<file path="config.mk">
export PLATFORM = sky130hd
export DESIGN_NAME = vga_timing_ctrl_flat
export DESIGN_NICKNAME = d
export VERILOG_FILES = /design/src/rtl/vga_timing_ctrl_if.sv /design/src/rtl/vga_timing_ctrl.sv /design/src/flat_wrapper.sv
export SDC_FILE = /design/constraint.sdc
export NUM_CORES = 1
export LEC_CHECK = 0
export ABC_AREA = 1
export ABC_CLOCK_PERIOD_IN_PS = 1900
export CAP_MARGIN = 5
export CORE_MARGIN = 2
export CORE_UTILIZATION = 50
export DETAILED_ROUTE_END_ITERATION = 6
export GPL_ROUTABILITY_DRIVEN = 0
export PLACE_DENSITY = 0.81
export SLEW_MARGIN = 40
export SYNTH_ARGS = -nofsm -noshare
export SYNTH_HDL_FRONTEND = slang
export SYNTH_SLANG_ARGS = --single-unit
</file>
<file path="constraint.sdc">
create_clock -name clk -period 1.9 [get_ports clk]
set_clock_uncertainty 0.15 [all_clocks]
set_input_delay 0.38 -clock clk [delete_from_list [all_inputs] [get_ports clk]]
set_output_delay 0.38 -clock clk [all_outputs]
set_load 0.1 [all_outputs]
</file>
<file path="src/rtl/vga_timing_ctrl_if.sv">
// Raster timing bundle between the VGA timing controller and its consumers.
// The controller takes the run enable and drives the sync, video and strobe signals.
interface vga_timing_ctrl_if;
  logic       en;
  logic       pix_tick;
  logic       hsync;
  logic       vsync;
  logic       video_on;
  logic [9:0] x;
  logic [9:0] y;
  logic       line_start;
  logic       frame_start;

  modport master (
    input  en,
    output pix_tick, hsync, vsync, video_on, x, y, line_start, frame_start
  );

  modport slave (
    output en,
    input  pix_tick, hsync, vsync, video_on, x, y, line_start, frame_start
  );
endinterface

</file>
<file path="src/rtl/vga_timing_ctrl.sv">
// VGA raster sequencer: divide-by-DIV pixel enable, horizontal/vertical porch-sync
// state machines, and registered sync, video, coordinate and strobe outputs.
module vga_timing_ctrl #(
  parameter int DIV      = 4,
  parameter int H_ACTIVE = 640,
  parameter int H_FP     = 16,
  parameter int H_SYNC   = 96,
  parameter int H_BP     = 48,
  parameter int V_ACTIVE = 480,
  parameter int V_FP     = 10,
  parameter int V_SYNC   = 2,
  parameter int V_BP     = 33,
  parameter bit SYNC_POL = 1'b0
) (
  input  logic              clk,
  input  logic              rst_n,
  vga_timing_ctrl_if.master vga
);

  localparam int H_TOTAL = H_ACTIVE + H_FP + H_SYNC + H_BP;
  localparam int V_TOTAL = V_ACTIVE + V_FP + V_SYNC + V_BP;
  localparam int DIV_W   = $clog2(DIV);

  if (DIV < 2 || H_TOTAL > 1024 || V_TOTAL > 1024 ||
      H_ACTIVE < 1 || H_FP < 1 || H_SYNC < 1 || H_BP < 1 ||
      V_ACTIVE < 1 || V_FP < 1 || V_SYNC < 1 || V_BP < 1) begin : g_bad_params
    $error("vga_timing_ctrl: illegal timing parameters");
  end

  localparam logic [1:0] ST_ACTIVE = 2'd0;
  localparam logic [1:0] ST_FRONT  = 2'd1;
  localparam logic [1:0] ST_SYNC   = 2'd2;
  localparam logic [1:0] ST_BACK   = 2'd3;

  // Last count value of each region; the axis FSM leaves a region on these.
  localparam logic [9:0] H_END_ACT  = 10'(H_ACTIVE - 1);
  localparam logic [9:0] H_END_FP   = 10'(H_ACTIVE + H_FP - 1);
  localparam logic [9:0] H_END_SYNC = 10'(H_ACTIVE + H_FP + H_SYNC - 1);
  localparam logic [9:0] H_END      = 10'(H_TOTAL - 1);
  localparam logic [9:0] V_END_ACT  = 10'(V_ACTIVE - 1);
  localparam logic [9:0] V_END_FP   = 10'(V_ACTIVE + V_FP - 1);
  localparam logic [9:0] V_END_SYNC = 10'(V_ACTIVE + V_FP + V_SYNC - 1);
  localparam logic [9:0] V_END      = 10'(V_TOTAL - 1);

  function automatic logic [1:0] axis_next(input logic [1:0] st, input logic [9:0] cnt,
                                           input logic [9:0] end_act, input logic [9:0] end_fp,
                                           input logic [9:0] end_sync, input logic [9:0] end_all);
    axis_next = st;
    case (st)
      ST_ACTIVE: if (cnt == end_act)  axis_next = ST_FRONT;
      ST_FRONT:  if (cnt == end_fp)   axis_next = ST_SYNC;
      ST_SYNC:   if (cnt == end_sync) axis_next = ST_BACK;
      default:   if (cnt == end_all)  axis_next = ST_ACTIVE;
    endcase
  endfunction

  logic [DIV_W-1:0] div_cnt_q, div_cnt_d;
  logic [9:0]       h_cnt_q, h_cnt_d, v_cnt_q, v_cnt_d;
  logic [1:0]       h_st_q, h_st_d, v_st_q, v_st_d;
  logic             hsync_q, hsync_d, vsync_q, vsync_d;
  logic             video_on_q, video_on_d;
  logic [9:0]       x_q, x_d, y_q, y_d;
  logic             line_start_q, line_start_d, frame_start_q, frame_start_d;
  logic             tick, h_wrap, v_wrap;

  assign tick   = vga.en && (div_cnt_q == DIV_W'(DIV - 1));
  assign h_wrap = (h_cnt_q == H_END);
  assign v_wrap = (v_cnt_q == V_END);

  always_comb begin
    // NOTE: every signal gets a default first so no path through this block infers a latch.
    div_cnt_d = div_cnt_q;
    h_cnt_d   = h_cnt_q;
    v_cnt_d   = v_cnt_q;
    h_st_d    = h_st_q;
    v_st_d    = v_st_q;

    if (vga.en) div_cnt_d = tick ? '0 : div_cnt_q + DIV_W'(1);

    if (tick) begin
      h_cnt_d = h_wrap ? 10'd0 : h_cnt_q + 10'd1;
      h_st_d  = axis_next(h_st_q, h_cnt_q, H_END_ACT, H_END_FP, H_END_SYNC, H_END);
      if (h_wrap) begin
        v_cnt_d = v_wrap ? 10'd0 : v_cnt_q + 10'd1;
        v_st_d  = axis_next(v_st_q, v_cnt_q, V_END_ACT, V_END_FP, V_END_SYNC, V_END);
      end
    end

    // Outputs follow the next-state values so they change on the same edge as the counters.
    video_on_d    = vga.en && (h_st_d == ST_ACTIVE) && (v_st_d == ST_ACTIVE);
    x_d           = video_on_d ? h_cnt_d : 10'd0;
    y_d           = video_on_d ? v_cnt_d : 10'd0;
    hsync_d       = (h_st_d == ST_SYNC) ? SYNC_POL : ~SYNC_POL;
    vsync_d       = (v_st_d == ST_SYNC) ? SYNC_POL : ~SYNC_POL;
    line_start_d  = tick && h_wrap;
    frame_start_d = tick && h_wrap && v_wrap;
  end

  // NOTE: state registers use non-blocking assignments so every flop samples pre-edge values.
  always_ff @(posedge clk or negedge rst_n) begin
    if (!rst_n) begin
      div_cnt_q     <= '0;
      h_cnt_q       <= 10'd0;
      v_cnt_q       <= 10'd0;
      h_st_q        <= ST_ACTIVE;
      v_st_q        <= ST_ACTIVE;
      hsync_q       <= ~SYNC_POL;
      vsync_q       <= ~SYNC_POL;
      video_on_q    <= 1'b0;
      x_q           <= 10'd0;
      y_q           <= 10'd0;
      line_start_q  <= 1'b0;
      frame_start_q <= 1'b0;
    end else begin
      div_cnt_q     <= div_cnt_d;
      h_cnt_q       <= h_cnt_d;
      v_cnt_q       <= v_cnt_d;
      h_st_q        <= h_st_d;
      v_st_q        <= v_st_d;
      hsync_q       <= hsync_d;
      vsync_q       <= vsync_d;
      video_on_q    <= video_on_d;
      x_q           <= x_d;
      y_q           <= y_d;
      line_start_q  <= line_start_d;
      frame_start_q <= frame_start_d;
    end
  end

  assign vga.pix_tick    = tick;
  assign vga.hsync       = hsync_q;
  assign vga.vsync       = vsync_q;
  assign vga.video_on    = video_on_q;
  assign vga.x           = x_q;
  assign vga.y           = y_q;
  assign vga.line_start  = line_start_q;
  assign vga.frame_start = frame_start_q;

endmodule

</file>
<file path="src/flat_wrapper.sv">
// flat-port wrapper written by rule: the top's interface ports become plain ports
module vga_timing_ctrl_flat 
#(
  parameter int DIV      = 4,
  parameter int H_ACTIVE = 640,
  parameter int H_FP     = 16,
  parameter int H_SYNC   = 96,
  parameter int H_BP     = 48,
  parameter int V_ACTIVE = 480,
  parameter int V_FP     = 10,
  parameter int V_SYNC   = 2,
  parameter int V_BP     = 33,
  parameter bit SYNC_POL = 1'b0
)
  (clk, rst_n, vga_en, vga_pix_tick, vga_hsync, vga_vsync, vga_video_on, vga_x, vga_y, vga_line_start, vga_frame_start);
  vga_timing_ctrl_if vga_i ();
  input  logic clk;
  input  logic rst_n;
  input wire logic [$bits(vga_i.en)-1:0] vga_en;
  output wire logic [$bits(vga_i.pix_tick)-1:0] vga_pix_tick;
  output wire logic [$bits(vga_i.hsync)-1:0] vga_hsync;
  output wire logic [$bits(vga_i.vsync)-1:0] vga_vsync;
  output wire logic [$bits(vga_i.video_on)-1:0] vga_video_on;
  output wire logic [$bits(vga_i.x)-1:0] vga_x;
  output wire logic [$bits(vga_i.y)-1:0] vga_y;
  output wire logic [$bits(vga_i.line_start)-1:0] vga_line_start;
  output wire logic [$bits(vga_i.frame_start)-1:0] vga_frame_start;
  assign vga_i.en = vga_en;
  assign vga_pix_tick = vga_i.pix_tick;
  assign vga_hsync = vga_i.hsync;
  assign vga_vsync = vga_i.vsync;
  assign vga_video_on = vga_i.video_on;
  assign vga_x = vga_i.x;
  assign vga_y = vga_i.y;
  assign vga_line_start = vga_i.line_start;
  assign vga_frame_start = vga_i.frame_start;
  vga_timing_ctrl #(.DIV(DIV), .H_ACTIVE(H_ACTIVE), .H_FP(H_FP), .H_SYNC(H_SYNC), .H_BP(H_BP), .V_ACTIVE(V_ACTIVE), .V_FP(V_FP), .V_SYNC(V_SYNC), .V_BP(V_BP), .SYNC_POL(SYNC_POL)) u_core (.clk(clk), .rst_n(rst_n), .vga(vga_i));
endmodule
</file>
---- Word level (Yosys, flattened, before mapping) ----
Index checks and enable logic that the tools add are counted.
operators by class
  muxes and demuxes ....................... 23
  reductions and logical operators ........ 9
  eq/ne operators ......................... 15
  add/sub/neg operators ................... 3
operators by type and width
  operator                 number
  $mux W10                 7
  $eq A10 B10 Y1 const B   5
  $eq A10 B9 Y1 const B    3
  $mux W2                  12
  $add A10 B1 Y10 const B  2
  $pmux W2 S3              2
  $eq A2 B2 Y1 const B     5
  $logic_not A2 Y1         4
  $logic_and A1 B1 Y1      5
  $eq A2 B1 Y1 const B     2
  $add A2 B1 Y2 const B    1
  $mux W1                  2
word-level totals
  bits in registers ....................... 51
  output and inout port bits .............. 26
  word-level logic and storage cells ...... 62

---- Logic depth before layout (Yosys ltp) ----
Gate-level depths: netlist (run 1).
  depth in word-level cells ............... 8
  gate-level depth with buffers ........... 11

---- Worst setup path after synthesis (run 1) ----
OpenSTA, ideal clock, no wires.
  kind .................................... reg-to-reg
  from .................................... register u_core.div_cnt_q[0]
  to ...................................... register u_core.y_q[0] (netlist: u_core.vga.y[0])
  path buffers ............................ 2
  stages on the path, launching flop included .. 12
  required time ........................... 1670 ps
  arrival ................................. 1734 ps
  path slack .............................. -65 ps
  period minus slack after synthesis ...... 1965 ps
  setup time .............................. 80 ps
  cell sequence ........................... dfrtp_1 ha_1 nand2_2 inv_2 buf_6 o21ai_0 nand2_2 nand3_1 nand2_2 nand3_2 buf_6 nor3_2
between the ends
  cells in the longest elaborated chain, start to end .. 7
  elaborated cells between the ends (all ways) .. 10
  those cells by class .................... 1 x eq/ne; 4 x mux; 5 x reduce/logical
ends and longest elaborated chain
  element                           RTL line                source
  start: declaration                vga_timing_ctrl.sv:57   logic [DIV_W-1:0] div_cnt_q, div_cnt_d;
  start signal: assignment          vga_timing_ctrl.sv:115  div_cnt_q <= div_cnt_d;
  $eq A2 B2 Y1 *                    vga_timing_ctrl.sv:66   assign tick = vga.en && (div_cnt_q == DIV_W'(DIV - 1));
  $logic_and A1 B1 Y1 *             vga_timing_ctrl.sv:66
  net vga_pix_tick                  flat_wrapper.sv:20      output wire logic [$bits(vga_i.pix_tick)-1:0] vga_pix_tick;
  $mux W2                           vga_timing_ctrl.sv:80   if (tick) begin
  $logic_not A2 Y1                  vga_timing_ctrl.sv:90   video_on_d = vga.en && (h_st_d == ST_ACTIVE) && (v_st_d == ST_ACTIVE);
  $logic_and A1 B1 Y1 (2 in a row)  vga_timing_ctrl.sv:90
  $mux W10 *                        vga_timing_ctrl.sv:92   y_d = video_on_d ? v_cnt_d : 10'd0;
  net u_core.y_d[0]                 vga_timing_ctrl.sv:62   logic [9:0] x_q, x_d, y_q, y_d;
  end signal: assignment            vga_timing_ctrl.sv:124  y_q <= y_d;
  end: declaration                  vga_timing_ctrl.sv:62
The timed path passes the listed nets; every way through them passes the cells marked *.
A chain may end at the register's enable or synchronous reset.

---- Worst setup path in the final report (run 1) ----
  from .................................... register u_core.h_cnt_q[5]
  to ...................................... register u_core.y_q[9] (netlist: u_core.vga.y[9])
between the ends
  cells in the longest elaborated chain, start to end .. 8
  elaborated cells between the ends (all ways) .. 19
  those cells by class .................... 4 x eq/ne; 11 x mux; 4 x reduce/logical
ends and longest elaborated chain
  element                            RTL line                source
  start: declaration                 vga_timing_ctrl.sv:58   logic [9:0] h_cnt_q, h_cnt_d, v_cnt_q, v_cnt_d;
  start signal: assignment           vga_timing_ctrl.sv:116  h_cnt_q <= h_cnt_d;
  $eq A10 B10 Y1 (on tied branches)  n/a
  $mux W2 (on tied branches)         n/a
  $pmux W2 S3                        vga_timing_ctrl.sv:49   case (st)
  $mux W2                            vga_timing_ctrl.sv:80
  $logic_not A2 Y1                   vga_timing_ctrl.sv:90
  $logic_and A1 B1 Y1 (2 in a row)   vga_timing_ctrl.sv:90
  $mux W10 *                         vga_timing_ctrl.sv:92
  net u_core.y_d[9]                  vga_timing_ctrl.sv:62
Marked as above.

==> impl_results.md, run 1 <==
- Hold Path Class: flop to flop
- Vias in the first global route: 2304
- Cells on worst reg2reg path: 8
- Yosys top cell by area: dfrtp_1
- Reg-to-reg slack, setup: -0.13 ns
- Fin. Hold Viols: 0
- Power Dens Cells: 630.0 nW/µm²
- Initial Utilization: 51.78%
- Mapped cell area: 2628 µm²
- Die X: 76.49 µm
- Slew headroom: 66.17%
- Via density: 5.309
- GRT Overall Usage: between 20% and 30%
- Async SR Flop Fraction: between 90% and 100%
- Dpl cell area: roughly 3400 µm²
- Worst Path Max Fanout: 7
- Fmax achieved: ~490 MHz
- Ports: 29
- Worst Max-Slew Pin Slew: 0.5074 ns
- Num CTS Buffers: 5
- Most common cell on crit path: nand3_2
- Post-synthesis sequential area ratio: 48.67%
- RSZ-0062 raised after global routing: yes
- Multi-input gate area: 1231 µm²
- CTS tree: yes
- Largest net degree at the start of global routing: 22
- Post-synth EDFFs: 0
- Vias: 2368
- Lkg Pwr: about 1.9 nW
- CP Capture Type: flop
- Drt initial violations: 241
- Layout cells sized above 1: approximately two fifths
- Status: finished, violations left
- Worst path slowest cell: dfrtp_1
- Yosys reg bits: 51
- CP max stage delay: roughly 0.4 ns
- Top FF cell, synth: dfrtp_1
- Maximum number of buffers from clock root to sink: 2
- Rows: 26
- Mean Syn Cell Area: 8.758 µm²
- Crit path max-delay family: simple AND/OR/NAND/NOR gates
- Most common cell in the netlist: nand2_1
- Total core area: 5075 µm²
- Failing checks: negative setup slack
- Routed WL: 6.847 mm
- Reg area: 1280 µm²
- Smallest hold slack: 0.3896 ns
- Critical path depth in cells: 8
- Final worst path period share: 106.8%
- Cell count after synthesis: 300
- CP Class: flop to flop
- Reg-to-Reg End: u_core.vga.y[9]
- Gr ovfl total: 0
- CP arrival: between 2 and 2.5 ns
- Fin crit period: 2.030 ns
- CP Cell Sequence: nor2_2, nand3_2, nor2_4, nand4_1, nand3_2, nand2_4, buf_12, nor3_1
- First-pass DRT Iterations: 5
- Crit. Startpoint: u_core.h_cnt_q[5]
- Final worst slack: -0.1296 ns
- DP HPWL: about 4.4 mm
- Startpoint Class: flop
- Pins over their slew limit: 0
- Synth top area share: 46.67%
- Detail-routed net length per standard cell: approximately 15 µm
- Antenna violations before repair: 0
- Residual DRC: 0
- Port-buffer cells: 28
- List of most frequent post-synthesis cells: 62 x nand2_1, 54 x inv_1, 49 x dfrtp_1
- Netlist cell types: 30
- Clk_lat worst skew: between 0.3 and 0.4 ns
- # diodes: 0
- CP Data Required Time: 1.97 ns
- Root Driver: clkbuf_8
- Antenna Nets Post-Route: 0
- Clock transition at path regs: 0.09 ns
- Area Overhead vs Synth: 47.33%
- Top post-synthesis cells by area: dfrtp_1 47%, nand2_1 8.9%, inv_1 7.7%
- Wire length of the first global-routing pass: between 10 and 15 mm
- DIE AREA: around 5900 µm²
- MaxCap Viol Count: 0
- Peak supply drop: between 0.6 and 0.7 mV
- Post-route design area: 3871 µm²
- H-tree Lvls: 2
- Clock sinks: just over 50
- Power Total: 2.439 mW
- Setup crit end: u_core.vga.y[9]
- Synth warnings: 0
- Mapped Nets: 308
- Hold depth: 1
- Final #Nets: 383
- RR Startpoint: u_core.h_cnt_q[5]
- Crit path buffers/inverters: 1
- Setup-failing EPs final: 22
- Layout fillers: approximately 320
- Die extent in y: 76.49 µm
## placed cells by master, fill, tap and decap left out, types with 2 or more instances in the layout
cell	count
nand3_2	4
nor3_2	15
dfrtp_1	48
nand2_4	3
inv_4	2
o21ai_1	3
o21ai_2	2
nand2_2	9
nand2_1	55
nor3_4	4
nand3_1	16
nand3_4	5
buf_4	34
nor2_1	21
buf_6	7
dfstp_2	2
nor2_4	4
clkbuf_8	5
inv_2	3
ha_1	3
o21ai_0	7
inv_1	51
nand4_1	8
nor2_2	9
clkbuf_1	2
buf_12	28
nor3_1	4
## per-layer routing
layer	track usage, %	share of wire, %
met2	39.91	51
met4	10.00	2.6
met5	0	0
met3	5.450	6.0
met1	28.50	40
## final cells by class
| type | instances | share of cell area, % |
|---|---|---|
| inverter | 57 | 5.656 |
| clock buffer | 7 | 1.972 |
| timing repair buffer | 74 | 25.11 |
| tap | 70 | 2.262 |
| sequential | 51 | 33.06 |
| multi-input combinational | 186 | 31.80 |
| clock inverter | 1 | 0.1293 |
## state kept, by name (all words and copies together) (netlist names)
name	count
u_core.div_cnt_q	2
u_core.h_cnt_q	10
u_core.h_st_q	2
u_core.v_cnt_q	10
u_core.v_st_q	2
u_core.vga.frame_start	1
u_core.vga.hsync	1
u_core.vga.line_start	1
u_core.vga.video_on	1
u_core.vga.vsync	1
u_core.vga.x	10
u_core.vga.y	10
## metrics by stage
step / setup TNS, ns / setup slack [ns] / utilization (%) / std cells
global placement: -6.708 / -0.2594 / 67.95 / 424
global route: -4.613 / -0.2067 / 76.28 / 446
floorplan: 0 / 0.01358 / - / 300
detailed placement: -10.01 / -0.3751 / 67.95 / 424
CTS: -2.202 / -0.1181 / 72.81 / 443
finish: -1.994 / -0.1296 / 76.28 / 446
## where the power goes
part / internal (mW) / switching (mW) / total, mW
Combinational: 0.287 / 0.319 / 0.606
Sequential: 1.16 / 0.0687 / 1.23
Clock: 0.259 / 0.348 / 0.607
## logic make-up (layout without fill, tap and decap cells)
| kind of cell | count (synthesis) | in the layout | share of synthesized area [%] |
|---|---|---|---|
| mux | 1 | 1 | 0.4285 |
| buf+inv | 63 | 139 | 10.71 |
| fa+ha+maj | 5 | 5 | 2.381 |
| flops | 51 | 51 | 48.67 |
| simple gates | 160 | 160 | 33.19 |
| xor+xnor | 3 | 3 | 1.000 |
| compound gates | 17 | 17 | 3.619 |
## worst min-delay path by stage
stage | start | endpoint | slack, ns
finish | u_core.div_cnt_q[1] | u_core.div_cnt_q[1] | 0.39
global placement | rst_n | u_core.h_cnt_q[0] | 0.22
detailed placement | rst_n | u_core.h_cnt_q[1] | 0.22
floorplan | rst_n | u_core.div_cnt_q[0] | -0.07
global route | u_core.div_cnt_q[1] | u_core.div_cnt_q[1] | 0.42
CTS | u_core.div_cnt_q[1] | u_core.div_cnt_q[1] | 0.39
## timing repair
action	CTS	global route
pin swaps	5	17
gates resized for setup	16	39
hold endpoints to repair	17	0
gates cloned	1	1
setup buffers	9	4
setup endpoints to repair	24	42
hold buffers	1	0
## worst reg2reg max path, stage by stage (launching register included)
cell and delay, ns:
dfrtp_1 0.40, nor2_2 0.19, nand3_2 0.21, nor2_4 0.25
nand4_1 0.15, nand3_2 0.13, nand2_4 0.10, buf_12 0.17
nor3_1 0.18
No activity file was read; power rests on OpenSTA's default activity.
==> inputs of run 2 (changes only) <==
GPL_ROUTABILITY_DRIVEN = 1   (was 0)
SLEW_MARGIN = 20   (was 40)
==> run 2 against run 1 <==
The flow still finishes with violations (negative setup slack). Sequential cell count unchanged. Largest power group unchanged. Core utilization up 5.3 points. Critical endpoint is now u_core.vga.y[5]. Non-clock buffer count up 15. Global-route usage up 2.0 points. Clock-buffer cell count down 1. Register-to-register slack worse by 0.24 ns. Clock power up 34%. Sequential share of layout area down 2.2 points. Setup slack worse by 0.24 ns. Worst hold slack worse by 0.018 ns. Wire length up 29%. First-iteration DRC count up 26%.
==> impl_results.md, run 2 (synthesis results as in run 1) <==
- Worst path slowest cell: dfrtp_1
- Power Dens Cells: 664.5 nW/µm² (+5.5%)
- Cells on worst reg2reg path: 12 (+4)
- Startpoint Class: flop
- Fmax achieved: 440.7 MHz (-11%)
- GPL Wtd Cong: approximately 0.87
- Crit path max-delay family: simple AND/OR/NAND/NOR gates
- Hold Path Class: input pin to asynchronous set/reset pin
- Setup-failing EPs final: 38 (+73%)
- Multi-input gate area: 1279 µm² (+3.9%)
- Final #Nets: 398 (+3.9%)
- Num CTS Buffers: 5 (unchanged)
- DP HPWL: 4.340 mm (-1.5%)
- CP Capture Type: flop
- Peak supply drop: 0.6951 mV (+1.9%)
- Layout fillers: 270 (-15%)
- Power Total: 2.752 mW (+13%)
- Die extent in y: 76.49 µm (unchanged)
- Reg area: 1280 µm² (unchanged)
- MaxCap Viol Count: 0 (unchanged)
- CP arrival: 2.33 ns (+0.23 ns)
- Detail-routed net length per standard cell: 19.18 µm (+25%)
- GRT Overall Usage: 25.46% (+2.0 points)
- Pins over their slew limit: 0 (unchanged)
- RR Startpoint: u_core.h_cnt_q[1]
- # diodes: 0 (unchanged)
- CP Class: flop to flop
- Layout cells sized above 1: 43.99% (+4.6 points)
- Fin. Hold Viols: 0 (unchanged)
- Failing checks: negative setup slack
- Ports: 29 (unchanged)
- Lkg Pwr: 2.016 nW (+7.0%)
- Antenna Nets Post-Route: 0 (unchanged)
- Residual DRC: 0 (unchanged)
- Wire length of the first global-routing pass: 11.67 mm (+8.0%)
- Rows: 26 (unchanged)
- CTS tree: yes
- Commonest cells after routing, fill and taps aside: 53 x nand2_1, 50 x inv_1, 48 x dfrtp_1
- RSZ-0062 raised after global routing: yes
- Maximum number of buffers from clock root to sink: 2 (unchanged)
- First-pass DRT Iterations: 5 (unchanged)
- Area Overhead vs Synth: 57.62%
- Fin crit period: 2.269 ns (+0.2396 ns)
- Final worst slack: -0.3692 ns (-0.2396 ns)
- Reg-to-reg slack, setup: -0.37 ns (-0.24 ns)
- H-tree Lvls: 2 (unchanged)
- Clock transition at path regs: 0.09 ns (about the same)
- Vias in the first global route: 2461 (+6.8%)
- Initial Utilization: 51.78% (unchanged)
- Clock sinks: 51 (unchanged)
- Vias: 2646 (+12%)
- Worst Max-Slew Pin Slew: 0.4326 ns (-0.07485 ns)
- Gr ovfl total: 0 (unchanged)
- Worst Path Max Fanout: 7 (unchanged)
- Crit path buffers/inverters: 2 (+1)
- Root Driver: clkbuf_8
- DIE AREA: 5851 µm² (unchanged)
- CP max stage delay: 0.42 ns (+0.02 ns)
- Commonest non-fill, non-tap cell in the layout: nand2_1
- Largest net degree at the start of global routing: 35 (+59%)
- Status: finished, violations left
- Port-buffer cells: 28 (unchanged)
- Antenna violations before repair: 0 (unchanged)
- Setup_tns: -9.078 ns (-7.084 ns)
- Clk_lat worst skew: 0.32 ns (about the same)
- Reg-to-Reg End: u_core.vga.y[5]
- Final worst path period share: 119.4% (+13 points)
- Drt initial violations: 304 (+26%)
- CP Cell Sequence: ha_4, nand3_4, nor2_4, nand2_4, nor2_4, nand4_1, nand2_1, nand3_2, nand2_4, buf_12, buf_16, nor3_2
- Routed WL: 8.843 mm (+29%)
- Slew headroom: 71.16% (+5.0 points)
- Die X: 76.49 µm (unchanged)
- Via density: 5.740 (+8.1%)
- CP Data Required Time: 1.96 ns (about the same)
- Total core area: 5075 µm² (unchanged)
## run 2: cell types whose count changed in the layout (fill, tap and decap cells not counted), sizes merged
cell / delta
clkdlybuf4s50: -1
clkbuf: -2
buf: +16
bufinv: +1
dlymetal6s2s: +1
## run 2: metrics by stage
stage | utilization (%) | hold slack [ns] | cell area [µm²] | cells | setup WS (ns)
2_1_floorplan | - | -0.06559 | 2636 | 300 | 0.01358
3_5_place_dp | 68.05 | 0.1849 | 3453 | 423 | -0.3480
5_1_grt | 81.61 | 0.3873 | 4141 | 461 | -0.4339
6_report | 81.61 | 0.3713 | 4141 | 461 | -0.3692
4_1_cts | 76.08 | 0.3788 | 3861 | 447 | -0.08865
3_3_place_gp | 68.05 | 0.1849 | 3453 | 423 | -0.2573
## run 2: how the worst max path moves through the flow
stage | startpoint | to | slack [ns] | depth (start not counted)
6_report | u_core.h_cnt_q[1] | u_core.vga.y[5] | -0.37 | 12
5_1_grt | u_core.h_cnt_q[1] | u_core.vga.x[3] | -0.43 | 12
4_1_cts | u_core.h_cnt_q[0] | u_core.vga.y[1] | -0.09 | 11
3_5_place_dp | vga_en | u_core.vga.y[9] | -0.35 | 10
3_3_place_gp | vga_en | u_core.vga.y[9] | -0.26 | 11
2_1_floorplan | u_core.div_cnt_q[0] | u_core.vga.y[0] | 0.01 | 11
## run 2: final cells by class
type / instances / area share (%)
Clock inverter: 2 / 0.8459
Tap cell: 70 / 2.115
Sequential cell: 51 / 30.91
Inverter: 57 / 5.408
Multi-Input combinational cell: 186 / 30.88
Timing Repair Buffer: 89 / 27.86
Clock buffer: 6 / 1.994
## run 2: what timing repair did
| item | 4_1_cts | 5_1_grt |
|---|---|---|
| hold endpoints to repair | 15 | 0 |
| gates resized for setup | 23 | 54 |
| gates cloned | 3 | 0 |
| setup buffers | 12 | 15 |
| endpoints found under the setup margin | 24 | 41 |
| pin swaps | 4 | 23 |
| hold buffers | 1 | 0 |
## run 2: power breakdown
part / total [mW] / internal, mW / switching, mW
registers: 1.23 / 1.16 / 0.0703
clock network: 0.814 / 0.427 / 0.387
logic: 0.711 / 0.325 / 0.386
total: 2.75 / 1.91 / 0.844
## run 2: routing by layer
layer,part of all wire [%],vias up,GRT usage (%)
met3,6.6,49,6.280
met4,5.6,0,14.73
li1,-,1116,-
met2,51,183,43.54
met1,36,1298,28.94
met5,0,-,0
==> inputs of run 3 (changes only) <==
CTS_CLUSTER_DIAMETER = 80   (was not set)
==> results of run 3 <==
Same layout as run 2: the final DEF is identical, and so are final timing and power.
